### config.mk
export PLATFORM = sky130hd
export DESIGN_NAME = seven_segment_scan_alu
export DESIGN_NICKNAME = d
export VERILOG_FILES = /design/src/rtl/seven_segment_scan_alu.sv
export SDC_FILE = /design/constraint.sdc
export NUM_CORES = 1
export LEC_CHECK = 0
export CAP_MARGIN = 5
export CORE_MARGIN = 10
export CORE_UTILIZATION = 50
export CTS_BUF_LIST = sky130_fd_sc_hd__clkbuf_4
export CTS_CLUSTER_DIAMETER = 30
export CTS_CLUSTER_SIZE = 20
export DETAILED_ROUTE_END_ITERATION = 16
export GPL_TIMING_DRIVEN = 0
export MAX_ROUTING_LAYER = met4
export PLACE_DENSITY = 0.73
export SLEW_MARGIN = 20
export SYNTH_ARGS = -nofsm -noshare
export SYNTH_HDL_FRONTEND = slang
export SYNTH_SLANG_ARGS = --single-unit
### constraint.sdc
create_clock -name clk -period 2.2 [get_ports clk]
set_clock_uncertainty 0.2 [all_clocks]
set_input_delay 0.22 -clock clk [delete_from_list [all_inputs] [get_ports clk]]
set_output_delay 0.22 -clock clk [all_outputs]
set_load 0.1 [all_outputs]
### src/rtl/seven_segment_scan_alu.sv
// seven_segment_scan_alu
// Small 4-function ALU whose held result is shown as hex digits on a shared,
// time-multiplexed seven-segment bus with one-hot digit selects.
module seven_segment_scan_alu #(
  parameter int N        = 8,
  parameter int SCAN_DIV = 1000,
  parameter bit LZ_BLANK = 1'b0
) (
  input  logic             clk,
  input  logic             rst_n,
  input  logic [N-1:0]     in0,
  input  logic [N-1:0]     in1,
  input  logic [1:0]       op_code,
  input  logic             enable,
  output logic [6:0]       seg,
  output logic [N/4-1:0]   dig_sel,
  output logic             ovf
);

  localparam int DIGITS = N / 4;
  // Keep counters at least one bit wide so SCAN_DIV=1 / DIGITS=1 still elaborate.
  localparam int CNT_W  = (SCAN_DIV > 1) ? $clog2(SCAN_DIV) : 1;
  localparam int IDX_W  = (DIGITS > 1) ? $clog2(DIGITS) : 1;

  localparam logic [CNT_W-1:0]  CNT_LAST = CNT_W'(SCAN_DIV - 1);
  localparam logic [CNT_W-1:0]  CNT_ONE  = CNT_W'(1);
  localparam logic [IDX_W-1:0]  IDX_LAST = IDX_W'(DIGITS - 1);
  localparam logic [IDX_W-1:0]  IDX_ONE  = IDX_W'(1);
  localparam logic [DIGITS-1:0] DIG_ONE  = DIGITS'(1);

  // Hex nibble to {a,b,c,d,e,f,g}, active high.
  function automatic logic [6:0] hex_decode(input logic [3:0] hex);
    logic [6:0] pattern;
    case (hex)
      4'h0:    pattern = 7'h7E;
      4'h1:    pattern = 7'h30;
      4'h2:    pattern = 7'h6D;
      4'h3:    pattern = 7'h79;
      4'h4:    pattern = 7'h33;
      4'h5:    pattern = 7'h5B;
      4'h6:    pattern = 7'h5F;
      4'h7:    pattern = 7'h70;
      4'h8:    pattern = 7'h7F;
      4'h9:    pattern = 7'h7B;
      4'hA:    pattern = 7'h77;
      4'hB:    pattern = 7'h1F;
      4'hC:    pattern = 7'h4E;
      4'hD:    pattern = 7'h3D;
      4'hE:    pattern = 7'h4F;
      4'hF:    pattern = 7'h47;
      default: pattern = 7'h00;
    endcase
    return pattern;
  endfunction

  logic [N-1:0]     result_r;
  logic [CNT_W-1:0] scan_cnt_r;
  logic [IDX_W-1:0] idx_r;

  logic [N:0]       sum_s;
  logic [N-1:0]     alu_res_s;
  logic             alu_ovf_s;
  logic [N-1:0]     shifted_s;
  logic [6:0]       seg_next_s;

  // ALU: result and carry/borrow for the operation currently selected.
  always_comb begin
    sum_s     = {1'b0, in0} + {1'b0, in1};
    alu_res_s = '0;
    alu_ovf_s = 1'b0;
    case (op_code)
      2'b00: begin
        alu_res_s = sum_s[N-1:0];
        alu_ovf_s = sum_s[N];
      end
      2'b01: begin
        alu_res_s = in0 | in1;
        alu_ovf_s = 1'b0;
      end
      2'b10: begin
        alu_res_s = in0 - in1;
        alu_ovf_s = (in0 < in1);
      end
      2'b11: begin
        alu_res_s = in0 ^ in1;
        alu_ovf_s = 1'b0;
      end
      default: begin
        alu_res_s = '0;
        alu_ovf_s = 1'b0;
      end
    endcase
  end

  // Capture the ALU result and flag only on enabled edges.
  always_ff @(posedge clk or negedge rst_n) begin
    if (!rst_n) begin
      result_r <= '0;
      ovf      <= 1'b0;
    end else if (enable) begin
      result_r <= alu_res_s;
      ovf      <= alu_ovf_s;
    end else begin
      result_r <= result_r;
      ovf      <= ovf;
    end
  end

  // Dwell counter and digit index for the display scan.
  always_ff @(posedge clk or negedge rst_n) begin
    if (!rst_n) begin
      scan_cnt_r <= '0;
      idx_r      <= '0;
    end else if (scan_cnt_r == CNT_LAST) begin
      scan_cnt_r <= '0;
      if (idx_r == IDX_LAST) begin
        idx_r <= '0;
      end else begin
        idx_r <= idx_r + IDX_ONE;
      end
    end else begin
      scan_cnt_r <= scan_cnt_r + CNT_ONE;
      idx_r      <= idx_r;
    end
  end

  // Select the nibble for the current digit; the shifted value doubles as the
  // leading-zero test (everything at and above this digit is zero).
  always_comb begin
    shifted_s = result_r >> {idx_r, 2'b00};
    if (LZ_BLANK && (idx_r != '0) && (shifted_s == '0)) begin
      seg_next_s = 7'h00;
    end else begin
      seg_next_s = hex_decode(shifted_s[3:0]);
    end
  end

  // Register segment pattern and digit select together so they never skew.
  always_ff @(posedge clk or negedge rst_n) begin
    if (!rst_n) begin
      seg     <= 7'h00;
      dig_sel <= '0;
    end else begin
      seg     <= seg_next_s;
      dig_sel <= DIG_ONE << idx_r;
    end
  end

endmodule

==> impl_results.md <==
- Max Cap Violations: 0
- Mapped Cells: 274
- Register area: 726 µm²
- Internal power: 0.973 mW
- Top FF cell, synth: dfrtp_1
- Reg2reg setup slack: 0.14 ns
- Clock root buffer: clkbuf_4
- Flop pwr share: 35.7%
- Mapped Nets: 329
- Dpl hpwl: 3980 µm
- Sw frac: 43.3%
- Clock Path Buffers: 2
- Max Slew Vio Count: 0
- CP Capture Type: register
- Worst hold margin: 0.185 ns
- Worst hold endpoint: dig_sel[1]
- Filler instances: 425
- Pin count of the biggest net entering global routing: 30
- First-pass GRT wire length: 8980 µm
- Worst-Margin Slew: 0.970 ns
- Worst Path Buf+Inv: 2
- Post-synth cell types: 49
- Part of the power in combinational logic: 47.0%
- Worst hold stages: 0
- Reg2Reg Depth: 7
- Highest metal used: met4
- Top delay family on crit path: compound AO/OA/AOI/OAI gates
- Reg-to-reg startpoint: idx_r
- PortBufs: 29
- Ys async rst share: 100%
- Synth-to-Final Area Change: 22.9%
- Hold Fails Final Rpt: 0
- Clock Sinks: 29
- Total power: 1.72 mW
- DR pass1 iterations: 5
- Worst skew pair latency: 0.32 ns
- DRT iter0 DRCs: 108
- Worst setup SP type: input port
- Multi-input combinational cell area: 1620 µm²
- Die H: 89.6 µm
- Number of buffers created by CTS: 5
- Number of global-route vias before repair: 2072
- Routed Antenna Nets: 0
- Initial antenna violation count: 0
- Place WS: -0.621 ns
- Total global routing overflow: 0
- Slew margin rel.: 35.2%
- Layout Nets: 373
- Initial Util: 51.3%
- Crit path arrival time: 2.14 ns
- RD Place Congestion: 0.837
- Cell at the slowest stage of the critical path: fa_2
- Routed len/inst: 13.9 µm
- Clock power frac: 17.3%
- Crit-path cells: dlygate4sd2_1 > inv_2 > ha_2 > fa_2 > nor3_4 > o311ai_4 > and3_1 > o21a_1 > o32a_1
- Fin cells: 385
- Via count: 2069
- Final period util: 97.4%
- Clock slew at reported path FFs: 0.09 ns
- Placed cell count: 370
- Setup ws final: 0.0569 ns
- Worst IR Drop VDD: 0.398 mV
- I/O pin cnt: 31
- Row count: 25
- Largest stage delay, worst path: 0.39 ns
- WL met2: 2620 µm
- Post-synthesis cell area: 2420 µm²
- # DRC: 0
- Post-synth EDFFs: 0
- Layout cells sized above 1: 14.2%
- Critical Path RT: 2.20 ns
- Die area: 8030 µm²
- Synthesized area per cell: 8.84 µm²
- Fmax: 467 MHz
- Met1 wire length: 2410 µm
- Core area: 4720 µm²
- CTS tree: done
- Aggregate routed wire length: 5340 µm
- RSZ-0062 raised after global routing: no
- Routed wire length on met3: 249 µm
- H-tree depth: 2
- Die outline width: 89.6 µm
- Ys Warns: 0
- Crit-path max FO: 3
- PwrDens: 576 nW/µm²
- Vias per inst: 5.37
- FF-to-FF End: seg[1]
- Leakage dissipation: 1.36 nW
- Hold Crit Class: reg -> reg
- GRT Overall Usage: 14.3%
- # setup viols final: 0
- Hold path start: idx_r
- Switch Pwr: 0.743 mW
- ANT cells: 0
- Final min period: 2.14 ns
- #FFs+latches synth: 29
- Setup CP Type: in -> reg
- Post-synthesis sequential area ratio: 30.0%
- Status: finished clean
cell usage after synthesis, drive strengths merged, types with 5 or more instances:
master   n  area (µm²)
nor3     7        46.3
nor2b    7        43.8
xnor2    5        43.8
dfrtp   29         726
inv     27         101
nand2b   7        43.8
o21ai   15        75.1
nand3    9        45.0
buf      5        37.5
ha      32         400
a21oi   24         120
nor2    28         108
a211oi   5        37.5
nand2   14        52.6
mux2i    6        60.1
how the worst max path moves through the flow:
stage / start / end / depth (start not counted)
2_1_floorplan: in0[0] / result_r[6] / 8
3_3_place_gp: in0[0] / result_r[6] / 9
3_5_place_dp: in0[0] / result_r[6] / 9
4_1_cts: in0[5] / result_r[6] / 8
5_1_grt: idx_r / seg[1] / 7
6_report: in0[0] / result_r[6] / 9
worst reg2reg max path, cell delays in order (launching register included):
cell and delay [ns]:
dfrtp_1 0.35, buf_2 0.20, mux2i_1 0.46, inv_1 0.15
ha_1 0.26, nand2_1 0.10, o21ai_0 0.09, a22oi_1 0.16
metrics by stage:
stage | cell area [µm²] | utilization, % | setup TNS (ns)
final | 2980 | 63.0 | 0
after global routing | 2980 | 63.0 | 0
after CTS | 2920 | 61.9 | -0.0356
after detailed placement | 2790 | 59.2 | -2.64
after global placement | 2800 | 59.3 | -2.44
after floorplan | 2420 | - | 0
flip-flops by register name, indices dropped and copies added (netlist names):
name / count
dig_sel: 2
idx_r: 1
ovf: 1
result_r: 8
scan_cnt_r: 10
seg: 7
power groups by stage:
| stage | logic [mW] | clock network (mW) | registers (mW) |
|---|---|---|---|
| 2_1_floorplan | 0.312 | 0 | 0.882 |
| 3_3_place_gp | 0.768 | 0 | 0.622 |
| 3_5_place_dp | 0.776 | 0 | 0.624 |
| 4_1_cts | 0.787 | 0.310 | 0.612 |
| 5_1_grt | 0.870 | 0.337 | 0.621 |
| 6_report | 0.806 | 0.297 | 0.613 |
logic make-up (layout without fill, tap and decap cells):
logic type,count (synthesis),in the layout,synth area share [%]
adder cells (fa/ha/maj),34,34,18.2
multiplexers,11,11,5.27
flip-flops,29,29,30.0
AND/OR/NAND/NOR,85,85,18.4
AO/OA/AOI/OAI,71,71,18.8
XOR/XNOR,9,9,3.25
buffers and inverters,35,79,6.20
routing by layer:
layer / up-vias / GRT usage, %
met5: - / -
met1: 956 / 16.3
met2: 60 / 24.4
li1: 1044 / -
met4: 0 / 5.35
met3: 9 / 2.80
layout by cell type (no fill, tap or decap), drive strengths merged, types with 3 or more instances in the layout:
cell / Yosys / layout
mux2i: 6 / 6
nor3: 7 / 7
nand2: 14 / 14
a21oi: 24 / 24
nor2: 28 / 28
mux2: 4 / 4
dlymetal6s2s: 0 / 7
clkbuf: 3 / 9
dfrtp: 29 / 29
nand2b: 7 / 7
clkdlybuf4s50: 0 / 9
inv: 27 / 27
xor2: 4 / 4
ha: 32 / 32
o21bai: 3 / 3
a211oi: 5 / 5
o21a: 3 / 3
dlygate4sd2: 0 / 12
nor4: 4 / 4
o21ai: 15 / 15
xnor2: 5 / 5
buf: 5 / 13
o211ai: 3 / 3
nand3: 9 / 9
nor2b: 7 / 7
area by class of cell:
class,instances,area share (%)
multi-input cells,210,54.3
well taps,67,2.82
clock inverters,1,0.126
repair buffers,37,11.8
inverters,27,3.49
plain buffers,8,1.64
flip-flops and latches,29,24.4
clock buffers,6,1.51
timing repair:
action / CTS / global route
pin swaps: 8 / 6
hold buffers: 1 / 0
buffers inserted: 6 / 1
hold endpoints to repair: 29 / 0
gates resized for setup: 21 / 18
setup endpoints to repair: 10 / 13
(Power assumes the default switching activity.)
